**src/rtl/riscv_pkg.sv**
```systemverilog
// rtl/riscv_pkg.sv - RV32I opcode, funct3 and decode-bundle definitions
package riscv_pkg;

  localparam logic [6:0] OPC_LUI    = 7'b0110111;
  localparam logic [6:0] OPC_AUIPC  = 7'b0010111;
  localparam logic [6:0] OPC_JAL    = 7'b1101111;
  localparam logic [6:0] OPC_JALR   = 7'b1100111;
  localparam logic [6:0] OPC_BRANCH = 7'b1100011;
  localparam logic [6:0] OPC_LOAD   = 7'b0000011;
  localparam logic [6:0] OPC_STORE  = 7'b0100011;
  localparam logic [6:0] OPC_OPIMM  = 7'b0010011;
  localparam logic [6:0] OPC_OP     = 7'b0110011;
  localparam logic [6:0] OPC_FENCE  = 7'b0001111;
  localparam logic [6:0] OPC_SYSTEM = 7'b1110011;

  localparam logic [2:0] BR_EQ  = 3'b000;
  localparam logic [2:0] BR_NE  = 3'b001;
  localparam logic [2:0] BR_LT  = 3'b100;
  localparam logic [2:0] BR_GE  = 3'b101;
  localparam logic [2:0] BR_LTU = 3'b110;
  localparam logic [2:0] BR_GEU = 3'b111;

  localparam logic [2:0] LS_B  = 3'b000;
  localparam logic [2:0] LS_H  = 3'b001;
  localparam logic [2:0] LS_W  = 3'b010;
  localparam logic [2:0] LS_BU = 3'b100;
  localparam logic [2:0] LS_HU = 3'b101;

  // Everything EX needs from one decoded instruction.
  typedef struct packed {
    logic [31:0] op1;
    logic [31:0] op2;
    logic [31:0] imm;
    logic [31:0] rs2_val;
    logic [31:0] pc;
    logic [2:0]  funct3;
    logic        funct7;
    logic        jal_r;
    logic        lui;
    logic        auipc;
    logic        load;
    logic        store;
    logic        has_imm;
    logic        branch;
    logic [4:0]  rd_addr;
    logic        rd_we;
    logic        illegal;
  } ex_bundle_t;

endpackage

```
**src/rtl/imm_gen.sv**
```systemverilog
// rtl/imm_gen.sv - RV32I immediate extraction for I/S/B/U/J formats
module imm_gen (
  input  logic [31:7] instr_i,
  output logic [31:0] i_imm_o,
  output logic [31:0] s_imm_o,
  output logic [31:0] b_imm_o,
  output logic [31:0] u_imm_o,
  output logic [31:0] j_imm_o
);

  // All formats sign-extend from instr[31]; U is already full width.
  always_comb begin
    i_imm_o = {{20{instr_i[31]}}, instr_i[31:20]};
    s_imm_o = {{20{instr_i[31]}}, instr_i[31:25], instr_i[11:7]};
    b_imm_o = {{19{instr_i[31]}}, instr_i[31], instr_i[7], instr_i[30:25], instr_i[11:8], 1'b0};
    u_imm_o = {instr_i[31:12], 12'b0};
    j_imm_o = {{11{instr_i[31]}}, instr_i[31], instr_i[19:12], instr_i[20], instr_i[30:21], 1'b0};
  end

endmodule

```
**src/rtl/id_stage.sv**
```systemverilog
// rtl/id_stage.sv - RV32I decode stage; optional writeback bypass under ID_WB_BYPASS_EN
module id_stage
  import riscv_pkg::*;
#(
  parameter int          XLEN     = 32,
  parameter logic [31:0] RESET_PC = 32'h0000_0000
) (
  input  logic            clk,
  input  logic            rst,
  input  logic            if_valid,
  input  logic [31:0]     if_instr,
  input  logic [XLEN-1:0] if_pc,
  output logic            id_ready,
  output logic [4:0]      rs1_addr,
  output logic [4:0]      rs2_addr,
  input  logic [XLEN-1:0] rs1_data,
  input  logic [XLEN-1:0] rs2_data,
  input  logic            wb_we,
  input  logic [4:0]      wb_rd,
  input  logic [XLEN-1:0] wb_data,
  input  logic            flush,
  output logic            ex_valid,
  input  logic            ex_ready,
  output logic [XLEN-1:0] op1,
  output logic [XLEN-1:0] op2,
  output logic [2:0]      funct3,
  output logic            funct7,
  output logic            jal_r,
  output logic            lui,
  output logic            auipc,
  output logic            load,
  output logic            store,
  output logic            has_imm,
  output logic            branch,
  output logic [4:0]      rd_addr,
  output logic            rd_we,
  output logic [XLEN-1:0] imm,
  output logic [XLEN-1:0] rs2_val,
  output logic [XLEN-1:0] ex_pc,
  output logic            illegal
);

  logic [31:0] i_imm, s_imm, b_imm, u_imm, j_imm;
  logic [31:0] rs1_v, rs2_v;
  logic [6:0]  opc;
  logic [2:0]  f3;
  logic [6:0]  f7;
  logic        ill, wr;
  ex_bundle_t  bundle_d, bundle_q;
  logic        ex_valid_q;

  assign rs1_addr = if_instr[19:15];
  assign rs2_addr = if_instr[24:20];
  assign id_ready = !ex_valid_q || ex_ready;
  assign opc      = if_instr[6:0];
  assign f3       = if_instr[14:12];
  assign f7       = if_instr[31:25];

`ifdef ID_WB_BYPASS_EN
  // A same-cycle writeback wins over the stale regfile read.
  assign rs1_v = (wb_we && wb_rd != 5'd0 && wb_rd == rs1_addr) ? wb_data : rs1_data;
  assign rs2_v = (wb_we && wb_rd != 5'd0 && wb_rd == rs2_addr) ? wb_data : rs2_data;
`else
  logic unused_wb;
  assign unused_wb = ^{wb_we, wb_rd, wb_data};
  assign rs1_v     = rs1_data;
  assign rs2_v     = rs2_data;
`endif

  imm_gen u_imm_gen (
    .instr_i (if_instr[31:7]),
    .i_imm_o (i_imm),
    .s_imm_o (s_imm),
    .b_imm_o (b_imm),
    .u_imm_o (u_imm),
    .j_imm_o (j_imm)
  );

  // Decode the offered instruction into the next EX bundle.
  always_comb begin
    bundle_d         = '0;
    bundle_d.pc      = if_pc;
    bundle_d.funct3  = f3;
    bundle_d.rd_addr = if_instr[11:7];
    bundle_d.rs2_val = rs2_v;
    ill              = 1'b0;
    wr               = 1'b0;
    if (if_instr[1:0] != 2'b11) begin
      ill = 1'b1;
    end else begin
      case (opc)
        OPC_LUI: begin
          bundle_d.op2 = u_imm; bundle_d.imm = u_imm; bundle_d.funct3 = 3'b000;
          bundle_d.lui = 1'b1; bundle_d.has_imm = 1'b1; wr = 1'b1;
        end
        OPC_AUIPC: begin
          bundle_d.op1 = if_pc; bundle_d.op2 = u_imm; bundle_d.imm = u_imm; bundle_d.funct3 = 3'b000;
          bundle_d.auipc = 1'b1; bundle_d.has_imm = 1'b1; wr = 1'b1;
        end
        OPC_JAL: begin
          bundle_d.op1 = if_pc; bundle_d.op2 = j_imm; bundle_d.imm = j_imm; bundle_d.funct3 = 3'b000;
          bundle_d.jal_r = 1'b1; bundle_d.has_imm = 1'b1; wr = 1'b1;
        end
        OPC_JALR: begin
          bundle_d.op1 = rs1_v; bundle_d.op2 = i_imm; bundle_d.imm = i_imm;
          bundle_d.jal_r = 1'b1; bundle_d.has_imm = 1'b1; wr = 1'b1;
        end
        OPC_BRANCH: begin
          bundle_d.op1 = rs1_v; bundle_d.op2 = rs2_v; bundle_d.imm = b_imm; bundle_d.branch = 1'b1;
          ill = !(f3 inside {BR_EQ, BR_NE, BR_LT, BR_GE, BR_LTU, BR_GEU});
        end
        OPC_LOAD: begin
          bundle_d.op1 = rs1_v; bundle_d.op2 = i_imm; bundle_d.imm = i_imm; bundle_d.load = 1'b1; wr = 1'b1;
          ill = !(f3 inside {LS_B, LS_H, LS_W, LS_BU, LS_HU});
        end
        OPC_STORE: begin
          bundle_d.op1 = rs1_v; bundle_d.op2 = s_imm; bundle_d.imm = s_imm; bundle_d.store = 1'b1;
          ill = !(f3 inside {LS_B, LS_H, LS_W});
        end
        OPC_OPIMM: begin
          bundle_d.op1 = rs1_v; bundle_d.op2 = i_imm; bundle_d.imm = i_imm; bundle_d.has_imm = 1'b1; wr = 1'b1;
          // Shifts carry their arithmetic qualifier in imm[10]; the rest of imm[11:5] must be clear.
          if (f3 == 3'b001) begin
            bundle_d.funct7 = if_instr[30];
            ill = (f7 != 7'b0000000);
          end else if (f3 == 3'b101) begin
            bundle_d.funct7 = if_instr[30];
            ill = !(f7 inside {7'b0000000, 7'b0100000});
          end
        end
        OPC_OP: begin
          bundle_d.op1 = rs1_v; bundle_d.op2 = rs2_v; bundle_d.funct7 = if_instr[30]; wr = 1'b1;
          ill = !(f7 inside {7'b0000000, 7'b0100000}) ||
                ((f7 == 7'b0100000) && !(f3 inside {3'b000, 3'b101}));
        end
        OPC_FENCE: begin
        end
        default: ill = 1'b1;
      endcase
    end
    bundle_d.rd_we = wr && (if_instr[11:7] != 5'd0);
    if (ill) begin
      bundle_d         = '0;
      bundle_d.pc      = if_pc;
      bundle_d.illegal = 1'b1;
    end
  end

  // Pipeline register toward EX: reset, then flush, then transfer/bubble; stalls hold.
  always_ff @(posedge clk) begin
    if (rst) begin
      ex_valid_q  <= 1'b0;
      bundle_q    <= '0;
      bundle_q.pc <= RESET_PC;
    end else if (flush) begin
      ex_valid_q <= 1'b0;
    end else if (id_ready) begin
      ex_valid_q <= if_valid;
      if (if_valid) bundle_q <= bundle_d;
    end
  end

  assign ex_valid = ex_valid_q;
  assign op1      = bundle_q.op1;
  assign op2      = bundle_q.op2;
  assign funct3   = bundle_q.funct3;
  assign funct7   = bundle_q.funct7;
  assign jal_r    = bundle_q.jal_r;
  assign lui      = bundle_q.lui;
  assign auipc    = bundle_q.auipc;
  assign load     = bundle_q.load;
  assign store    = bundle_q.store;
  assign has_imm  = bundle_q.has_imm;
  assign branch   = bundle_q.branch;
  assign rd_addr  = bundle_q.rd_addr;
  assign rd_we    = bundle_q.rd_we;
  assign imm      = bundle_q.imm;
  assign rs2_val  = bundle_q.rs2_val;
  assign ex_pc    = bundle_q.pc;
  assign illegal  = bundle_q.illegal;

endmodule
```
**config.mk**
```make
export PLATFORM = sky130hd
export DESIGN_NAME = id_stage
export DESIGN_NICKNAME = d
export VERILOG_FILES = /design/src/rtl/riscv_pkg.sv /design/src/rtl/imm_gen.sv /design/src/rtl/id_stage.sv
export SDC_FILE = /design/constraint.sdc
export NUM_CORES = 1
export LEC_CHECK = 0
export ABC_AREA = 1
export CAP_MARGIN = 20
export CORE_MARGIN = 2
export CORE_UTILIZATION = 45
export CTS_CLUSTER_SIZE = 25
export DETAILED_ROUTE_END_ITERATION = 8
export DONT_BUFFER_PORTS = 1
export PLACE_DENSITY_LB_ADDON = 0.15
export SYNTH_ARGS = -nofsm -noshare
export SYNTH_HDL_FRONTEND = slang
export SYNTH_SLANG_ARGS = --single-unit
```
**constraint.sdc**
```tcl
create_clock -name clk -period 3.6 [get_ports clk]
set_clock_uncertainty 0.2 [all_clocks]
set_input_delay 0.36 -clock clk [delete_from_list [all_inputs] [get_ports clk]]
set_output_delay 0.36 -clock clk [all_outputs]
set_load 0.05 [all_outputs]
```
# Word level (Yosys, flattened, before mapping)
# Index checks and enable logic that the tools add are counted.
[word_totals]
word_cells = 91
in_bits = 171
reg_bits = 179
[op_classes]
bitwise = 1
reduce_logical = 31
mux = 23
eq_ne = 18
[ops]
columns = ["cell", "count"]
rows = [
  ["$pmux W32 S5", 2],
  ["$mux W178", 1],
  ["$mux W96", 1],
  ["$pmux W32 S2", 1],
  ["$eq A7 B6 Y1 const B", 4],
  ["$eq A7 B7 Y1 const B", 3],
  ["$eq A7 B5 Y1 const B", 2],
  ["$mux W1", 14],
  ["$eq A3 B3 Y1 const B", 4],
  ["$mux W11", 1],
  ["$reduce_bool A5 Y1", 2],
  ["$reduce_or A2 Y1", 5],
  ["$reduce_or A5 Y1", 2],
  ["$eq A7 B2 Y1 const B", 1],
  ["$eq A7 B4 Y1 const B", 1],
  ["$logic_not A7 Y1", 1],
  ["$reduce_bool A7 Y1", 1],
  ["$reduce_or A7 Y1", 1],
  ["$logic_not A1 Y1", 6],
  ["$pmux W1 S6", 1],
  ["$reduce_bool A6 Y1", 1],
  ["$reduce_or A3 Y1", 2],
  ["$reduce_or A6 Y1", 1],
  ["$reduce_bool A2 Y1", 2],
  ["other kinds (11)", 13],
]

# Depth between registers and ports, before layout
# Gate-level depths: netlist of run 1.
[depth]
depth_word = 8
mapped_depth = 13
depth_no_buf = 12

# Cells and area by module
# A second synthesis of run 1 with hierarchy kept.
[unflattened]
hier_cells = 1718
hier_area_um2 = 10696.5
[modules_own_cells]
columns = ["module", "cells_per_inst", "seq_area_each_um2", "instances", "area_per_inst_um2"]
rows = [
  ["id_stage", 1557, 3583.4, 1, 9491.6],
  ["imm_gen", 161, 0.0, 1, 1204.9],
]

# Worst setup path before layout of run 1
# Ideal clock, no wire load.
[synth_timing]
kind = "register to register"
from = "register ex_valid_q, in the netlist ex_valid"
to = "register bundle_q (netlist bit funct3[0])"
setup_ns = 0.070
stages_incl_launch_ff = 9
required_ns = 3.330
arrival_time_ns = 1.765
slack_ns = 1.565
cell_sequence = "dfxtp_1 > inv_1 > nor2_1 > nor3_2 > inv_2 > clkbuf_1 > clkbuf_1 > nand2_1 > a21oi_1"
[synth_between]
elab_chain_cells = 3
[synth_rtl]
columns = ["element", "line", "source"]
rows = [
  ["from (decl)", "id_stage.sv:50", "logic ex_valid_q;"],
  ["from (signal assigned)", "id_stage.sv:158", "ex_valid_q <= if_valid;"],
  ["$logic_not A1 Y1", "id_stage.sv:54", "assign id_ready = !ex_valid_q || ex_ready;"],
  ["$logic_or A1 B1 Y1", "id_stage.sv:54", ""],
  ["$reduce_and A3 Y1 (no source line)", "-", ""],
  ["to (signal assigned)", "id_stage.sv:159", "if (if_valid) bundle_q <= bundle_d;"],
  ["to (decl)", "id_stage.sv:49", "ex_bundle_t bundle_d, bundle_q;"],
]
# No other way between the ends.
# A chain may end at the register's enable or synchronous reset.

# Final worst setup path of run 1
[layout_timing]
from = "register ex_valid_q, in the netlist ex_valid"
to = "register bundle_q (netlist bit op1[18])"
# The elaborated chain is that of the path after synthesis.

==> results.ini, run 1 <==
[synth]
synth.avg_cell_area_um2 = 6.908
async_flop_share_pct = 0
yosys_warnings = 0
synth.lib_cells_used.distinct = 28
ys_seq_area_share_pct = 41.77
synth-edff-count = 0
synth_ff_type = dfxtp_1
ys_seq_elements = 179
syn-cell-area_um2 = 8579
netlist_instances = 1242
syn-num-nets = 1413

[setup_path]
cpPeakStageDelay_ns = 0.64
path_common_cell = a21oi_1
critPathMaxFanout = 86
path_cells = inv_1 > nor2_1 > nor3_4 > inv_6 > buf_12 > a21oi_1 > dlygate4sd3_1 > nand2_1 > a21oi_1
critPathLaunch = ex_valid
crit_family = buffers and inverters
critical_path_class = reg -> reg
required_ns = 3.70
crit_buf_inv = 4
cp-start-kind = register
r2r-start = ex_valid
arrival_ns = 3.11
cp_slowest_cell = dfxtp_1
reg2reg_slack_ns = 0.58
worstSetupEndpointType = register

[placed_design]
io_buffers = 0
place_congestion = 0.9491
dpl.hpwl_mm = 20.02
postPlaceCellArea_um2 = 8454

[clock_network]
h-tree-depth = 4
tritoncts = done
cts_hold_buf = 123
cts_root_buffer = clkbuf_16
clk_pin_slew_worst_paths_ns = 0.07
clk_latency_ns = 0.43
clockBufferDepth = 2
cts_made_buffers = 17
cts.sinks = 179
cts_resized = 0
cts_setup_buffers = 0

[global_routing]
track_usage_pct = 29.93
grt_pass1_vias = 8373
grt-ovfl-total = 0
grt_pass1_wl_mm = 47.34
antenna_found_initial = 0
grt_max_degree = 145

[floorplanning]
die_w_um = 142.1
initial_utilization_pct = 45.87
placeableCoreArea_um2 = 18710
row_count = 50
pin_count = 361
dieArea_um2 = 20190
die_h_um = 142.1

[drt]
ant_nets = 0
drt-total-wl_mm = 30.93
route.detailed.drc = 0
viasPerCell = 5.869
drtPass1Iterations = 7
wl_per_cell_um = 20.22
first_iter_violations = 760
vias = 8979

[pwr]
ir_drop_mv = 0.3162
finalPower_mw = 4.287
p_leak_nw = 3.962
p_per_area_nw_per_um2 = 417.6

[timing]
relSlewSlack_pct = 32.26
fin_crit_sh_pct = 83.76
fmax_ghz = 0.3316
final_max_slew_viol_count = 0
hold_slack_ns = 0.01356
rsz0062_at_grt = false
tightest_slew_ns = 1.015
hold_viol = 0
finalSetupViolations = 0
setup_tns_ns = 0
period_needed_ns = 3.015

[final_layout]
area_growth_pct = 19.63
nets = 1454
layout_commonest_cell = nand2_1
final.fill_count = 1825
num_antenna_cells = 0
final_cell_mix = nand2_1 (343), a21oi_1 (192), dfxtp_1 (179)
ff_latch_area_um2 = 3583
postLayoutCellArea_um2 = 10260
drive_gt1_share_pct = 5.941
multi_input_area_um2 = 4209

[min_path]
hold_class = in -> reg
hp-start = if_pc[3]

[job]
maxCapViolCount = 0

[outcome]
status = complete, no violations

[power breakdown]
group | internal, mW | total (mW) | switching, mW
Sequential | 2.01 | 2.13 | 0.118
Combinational | 0.132 | 0.367 | 0.236
Clock | 0.930 | 1.79 | 0.863
Total | 3.07 | 4.29 | 1.22
[logic make-up (layout without fill, tap and decap cells)]
kind of cell,count (synthesis),after routing,share of synthesized area (%)
AND/OR/NAND/NOR,654,654,35.07
buffers and inverters,172,226,9.246
AO/OA/AOI/OAI,237,237,13.91
flip-flops,179,179,41.77
[through the flow]
stage / instances / util (%) / setup slack, ns
after detailed placement: 1375 / 45.20 / 0.9255
after floorplan: 1242 / - / 1.565
final: 1530 / 54.87 / 0.5846
after CTS: 1530 / 54.87 / 0.6447
after global routing: 1530 / 54.87 / 0.3944
after global placement: 1375 / 45.20 / 0.9997
[flip-flops by register name, indices dropped and copies added (netlist names), 3 cells and up]
name     flops
rd_addr      5
ex_pc       32
op2         32
funct3       3
rs2_val     32
op1         32
imm         32
[synthesized netlist by cell type (15+ instances only)]
master | number | area share, %
nand2_1 | 343 | 15
a21oi_1 | 192 | 11
dfxtp_1 | 179 | 42
nand4_1 | 139 | 10
nor2_1 | 88 | 3.9
nand3_1 | 61 | 3.6
clkbuf_1 | 59 | 2.6
inv_1 | 47 | 2.1
o21ai_0 | 42 | 2.5
buf_2 | 31 | 1.8
buf_4 | 15 | 1.3
[routing by layer]
metal | global-route usage [%] | part of all wire, %
met3 | 9.186 | 10
met2 | 45.97 | 45
met5 | 0 | 0
met4 | 12.37 | 3.8
met1 | 39.12 | 42
[worst register-to-register path: cells and delay by family (launching register included)]
kind | cells | cell delay [ns]
buffers and inverters | 4 | 1.49
flip-flops | 1 | 0.64
AND/OR/NAND/NOR | 3 | 0.39
AO/OA/AOI/OAI | 2 | 0.15
[final timing paths]
| check | endpoint | cells after the start |
|---|---|---|
| min reg2reg | imm[8] | 2 |
| max reg2reg | op1[18] | 9 |
| max | op1[18] | 9 |
| min | op1[3] | 4 |
[final cells by class]
class / instances / area share (%)
multi-input cells: 891 / 41.01
flip-flops and latches: 179 / 34.91
clock inverters: 13 / 1.146
well taps: 234 / 2.853
clock buffers: 19 / 4.315
repair buffers: 139 / 13.70
inverters: 55 / 2.060
(Power assumes the default switching activity.)
==> run 2, diff against run 1 <==
clock period = 2.7 ns   (was 3.6 ns; I/O delays follow)
==> run 2 against run 1 <==
  * Clock power grew 37%
  * Cell count increased by 1.1%
  * Sequential share of layout area decreased by 0.77 points
  * Via count increased by 1.7%
  * Critical path type is now in -> reg
  * Critical endpoint is now op1[13]
  * Largest cell class unchanged
==> results.ini, run 2 (same netlist as run 1, synthesis figures left out) <==
[setup_path]
cp_slowest_cell = dlygate4sd3_1
cp-start-kind = input port
arrival_ns = 2.71  ; -0.40 ns
worstSetupEndpointType = register
critical_path_class = in -> reg
cpPeakStageDelay_ns = 0.61  ; -0.03 ns
path_cells = dlygate4sd3_1 > inv_1 > nand3_1 > o21ai_0 > nand2_1 > nand2_2 > nand4_1 > nor2_4 > buf_4 > nand2_1 > a21oi_1 > dlygate4sd3_1
critPathMaxFanout = 25  ; -71%
required_ns = 2.87  ; -0.83 ns
reg2reg_slack_ns = 0.23  ; -0.35 ns

[drt]
viasPerCell = 5.902  ; +0.56%
first_iter_violations = 891  ; +17%
vias = 9130  ; +1.7%
ant_nets = 0  ; unchanged
drt-total-wl_mm = 31.45  ; +1.7%
drtPass1Iterations = 6  ; -1
wl_per_cell_um = 20.33  ; +0.55%
route.detailed.drc = 0  ; unchanged

[timing]
fin_crit_sh_pct = 94.06
tightest_slew_ns = 0.7118  ; -0.3032 ns
fmax_ghz = 0.3937
relSlewSlack_pct = 52.55  ; +20 points
hold_viol = 0  ; unchanged
period_needed_ns = 2.540
final_max_slew_viol_count = 0  ; unchanged
rsz0062_at_grt = false
setup_tns_ns = 0  ; unchanged
setup_ws_ns = 0.1603  ; -0.4243 ns
finalSetupViolations = 0  ; unchanged

[placed_design]
io_buffers = 0  ; unchanged
dp_worst_setup_slack_ns = 0.4272  ; -0.4983 ns
dp_cells = 1379  ; +0.29%
place_congestion = 0.9606  ; +1.2%
dpl.hpwl_mm = 19.91  ; -0.54%
postPlaceCellArea_um2 = 8509  ; +0.65%

[global_routing]
grt_pass1_wl_mm = 47.48  ; +0.29%
grt-ovfl-total = 0  ; unchanged
antenna_found_initial = 0  ; unchanged
track_usage_pct = 29.97  ; +0.038 points
grt_max_degree = 159  ; +9.7%
grt_pass1_vias = 8506  ; +1.6%

[clock_network]
clk_latency_ns = 0.43  ; about the same
cts.sinks = 179  ; unchanged
cts_made_buffers = 17  ; unchanged
cts_root_buffer = clkbuf_16
h-tree-depth = 4  ; unchanged
clockBufferDepth = 2  ; unchanged
clk_pin_slew_worst_paths_ns = 0.07  ; about the same
tritoncts = done

[final_layout]
drive_gt1_share_pct = 6.550  ; +0.61 points
postLayoutCellArea_um2 = 10500  ; +2.3%
num_antenna_cells = 0  ; unchanged
layout_commonest_cell = nand2_1
nets = 1471  ; +1.2%
final_cell_mix = nand2_1 (342), a21oi_1 (192), dfxtp_1 (179)
area_growth_pct = 22.33
final_cell_count_no_fill = 1547  ; +1.1%
final.fill_count = 1817  ; -0.44%

[pwr]
ir_drop_mv = 0.4284  ; +35%
finalPower_mw = 5.814  ; +36%
p_leak_nw = 4.081  ; +3.0%
p_per_area_nw_per_um2 = 553.9  ; +33%

[min_path]
hold_class = in -> reg

[floorplanning]
row_count = 50  ; unchanged
dieArea_um2 = 20190  ; unchanged
initial_utilization_pct = 45.87  ; unchanged
die_h_um = 142.1  ; unchanged
die_w_um = 142.1  ; unchanged
placeableCoreArea_um2 = 18710  ; unchanged
pin_count = 361  ; unchanged

[job]
maxCapViolCount = 0  ; unchanged

[outcome]
status = complete, no violations

==> run 2: final cells by class <==
cell class | count | area [um^2] | share of cell area (%)
Tap cell | 234 | 292.8 | 2.790
Sequential cell | 179 | 3583 | 34.14
Inverter | 55 | 214.0 | 2.039
Clock inverter | 13 | 140.1 | 1.335
Clock buffer | 19 | 432.9 | 4.125
Timing Repair Buffer | 156 | 1618 | 15.41
Multi-Input combinational cell | 891 | 4214 | 40.15
==> run 2: power breakdown <==
| group | internal (mW) | switching [mW] | total [mW] |
|---|---|---|---|
| logic | 0.190 | 0.330 | 0.520 |
| registers | 2.68 | 0.154 | 2.83 |
| clock network | 1.31 | 1.15 | 2.46 |
| total | 4.18 | 1.64 | 5.81 |
==> run 2: path summary, 6_finish.rpt <==
check	depth (start not counted)	startpoint	to
setup reg to reg	9	ex_valid	op1[31]
setup / recovery	12	if_instr[12]	op1[13]
hold / removal	4	if_instr[28]	imm[8]
hold reg to reg	2	imm[30]	imm[30]
==> run 2: critical path, delay by kind of cell <==
kind / cells / cell delay [ns]
buf+inv: 4 / 1.58
compound gates: 2 / 0.24
simple gates: 6 / 0.61
==> run 2: repair_timing <==
action,in CTS,in global routing
endpoints found under the hold margin,178,0
hold buffers,132,0
buffers inserted,0,3
setup endpoints to repair,0,32
resized for setup,0,10
==> run 2: per-stage QoR <==
step           hold slack (ns)  utilization [%]
5_1_grt                0.01962            56.11
3_5_place_dp            0.1535            45.49
4_1_cts               0.001378            55.71
6_report              0.008675            56.11
2_1_floorplan           0.1485                -
3_3_place_gp            0.1520            45.49
==> run 2: layer usage <==
layer / up-vias / GRT usage [%] / part of all wire (%)
met2: 493 / 45.51 / 45
met1: 4260 / 38.98 / 40
met4: 0 / 11.68 / 3.5
met3: 65 / 10.63 / 11
li1: 4312 / - / -
met5: - / 0 / 0
==> run 3, diff against run 2 <==
clock period = 3.1 ns   (was 2.7 ns; I/O delays follow)
==> run 3 against run 2 <==
  * Sequential power fell by 13%
  * Clock power fell by 11%
  * Critical endpoint is now op1[24]
  * Routed wire length fell by 0.30%
==> results.ini, run 3 (same netlist as run 1, synthesis figures left out) <==
[global_routing]
grt_pass1_vias = 8379  ; -1.5%
grt_pass1_wl_mm = 47.74  ; +0.55%
grt-ovfl-total = 0  ; unchanged
track_usage_pct = 30.14  ; +0.17 points
grt_max_degree = 159  ; unchanged
antenna_found_initial = 1  ; +1

[pwr]
p_per_area_nw_per_um2 = 487.4  ; -12%
p_leak_nw = 4.046  ; -0.84%
ir_drop_mv = 0.3722  ; -13%

[setup_path]
cpPeakStageDelay_ns = 0.57  ; -0.04 ns
required_ns = 3.25  ; +0.38 ns
crit_buf_inv = 3  ; -1
crit_family = buffers and inverters
worstSetupEndpointType = register
cp-start-kind = input port
path_common_cell = nand2_1
path_cells = dlygate4sd3_1 > nor2_1 > nand2_2 > nand2_1 > inv_1 > nand3_2 > nand2_1 > a21oi_1 > dlygate4sd3_1 > nand2_1 > a21oi_1
arrival_ns = 3.04  ; +0.33 ns
cp_slowest_cell = dlygate4sd3_1
critPathMaxFanout = 32  ; +28%
critical_path_class = in -> reg

[placed_design]
place_congestion = 0.9328  ; -2.9%
dp_cells = 1374  ; -0.36%
dpl.hpwl_mm = 19.69  ; -1.1%
io_buffers = 0  ; unchanged
dp_worst_setup_slack_ns = 0.6671  ; +0.2399 ns

[final_layout]
ff_latch_area_um2 = 3583  ; unchanged
layout_commonest_cell = nand2_1
multi_input_area_um2 = 4209  ; -0.12%
final_cell_mix = nand2_1 (343), a21oi_1 (192), dfxtp_1 (179)
final_cell_count_no_fill = 1543  ; -0.26%
final.fill_count = 1836  ; +1.0%
area_growth_pct = 21.92
nets = 1466  ; -0.34%
drive_gt1_share_pct = 5.887  ; -0.66 points

[floorplanning]
placeableCoreArea_um2 = 18710  ; unchanged
initial_utilization_pct = 45.87  ; unchanged
die_w_um = 142.1  ; unchanged
pin_count = 361  ; unchanged
die_h_um = 142.1  ; unchanged
row_count = 50  ; unchanged
dieArea_um2 = 20190  ; unchanged

[drt]
drtPass1Iterations = 5  ; -1
route.detailed.drc = 0  ; unchanged
drt-total-wl_mm = 31.35  ; -0.30%
wl_per_cell_um = 20.32  ; about the same
first_iter_violations = 752  ; -16%
ant_nets = 0  ; unchanged
vias = 9098  ; -0.35%
viasPerCell = 5.896  ; about the same

[timing]
fmax_ghz = 0.3456
setup_ws_ns = 0.2064  ; +0.04610 ns
finalSetupViolations = 0  ; unchanged
rsz0062_at_grt = false
tightest_slew_ns = 0.9545  ; +0.2428 ns
fin_crit_sh_pct = 93.34
setup_tns_ns = 0  ; unchanged
final_max_slew_viol_count = 0  ; unchanged
period_needed_ns = 2.894
hold_viol = 0  ; unchanged
relSlewSlack_pct = 36.30  ; -16 points

[min_path]
hold_class = in -> reg

[clock_network]
clk_latency_ns = 0.42  ; about the same
cts_made_buffers = 17  ; unchanged
cts_resized = 0  ; unchanged
clk_pin_slew_worst_paths_ns = 0.07  ; about the same
tritoncts = done
clockBufferDepth = 2  ; unchanged
cts_root_buffer = clkbuf_16
cts.sinks = 179  ; unchanged
cts_setup_buffers = 0  ; unchanged
h-tree-depth = 4  ; unchanged

[job]
maxCapViolCount = 0  ; unchanged

[outcome]
status = complete, no violations

run 3: cell count changes in the layout (fill, tap and decap cells not counted), sizes merged:
| cell | delta |
|---|---|
| buf | -8 |
| diode | +1 |
| clkinvlp | +1 |
| inv | -2 |
| dlygate4sd3 | +4 |
| clkbuf | -1 |
| clkinv | +1 |
run 3: worst register-to-register path, stage by stage (launching register included):
cell	delay (ns)
dfxtp_1	0.31
buf_4	0.19
inv_1	0.06
nor2_1	0.21
nor3_4	0.10
inv_6	0.25
buf_12	0.30
a21oi_1	0.09
dlygate4sd3_1	0.57
nand2_1	0.09
a21oi_1	0.07
run 3: repair_timing:
item                                   CTS  global route
setup endpoints to repair                0             0
hold buffers                           136             0
endpoints found under the hold margin  178             0
run 3: power by group:
group | switching [mW] | internal (mW)
clock network | 1.00 | 1.18
logic | 0.283 | 0.166
registers | 0.134 | 2.33
run 3: stage by stage:
stage | hold slack (ns) | utilization [%] | power, mW | area [um^2]
floorplan | 0.1885 | - | 2.797 | 8579
global placement | 0.1914 | 45.36 | 2.804 | 8484
detailed placement | 0.1925 | 45.36 | 2.804 | 8484
CTS | 0.001798 | 55.91 | 5.138 | 10460
global route | 0.02063 | 55.92 | 5.281 | 10460
finish | 0.01506 | 55.92 | 5.098 | 10460
run 3: path summary, 6_finish.rpt:
check / from / end / slack [ns] / depth (start not counted)
setup / recovery: if_instr[5] / op1[24] / 0.21 / 11
setup reg to reg: ex_valid / op1[24] / 0.53 / 10
hold reg to reg: ex_pc[31] / ex_pc[31] / 0.51 / 2
hold / removal: rs2_data[17] / op2[17] / 0.02 / 4
run 3: area by class of cell:
class                      instances  area share (%)
antenna                            1         0.02392
clock buffer                      19           4.330
clock inverter                    13           1.352
inverter                          55           2.022
multi-input combinational        891           40.24
sequential                       179           34.26
tap                              234           2.799
timing repair buffer             151           14.98
run 3: layer usage:
layer	vias up	GRT usage [%]	share of wire (%)
met5	-	0	0
met4	0	11.53	2.6
met3	48	10.16	11
met2	480	46.66	46
met1	4266	38.89	40
li1	4304	-	-
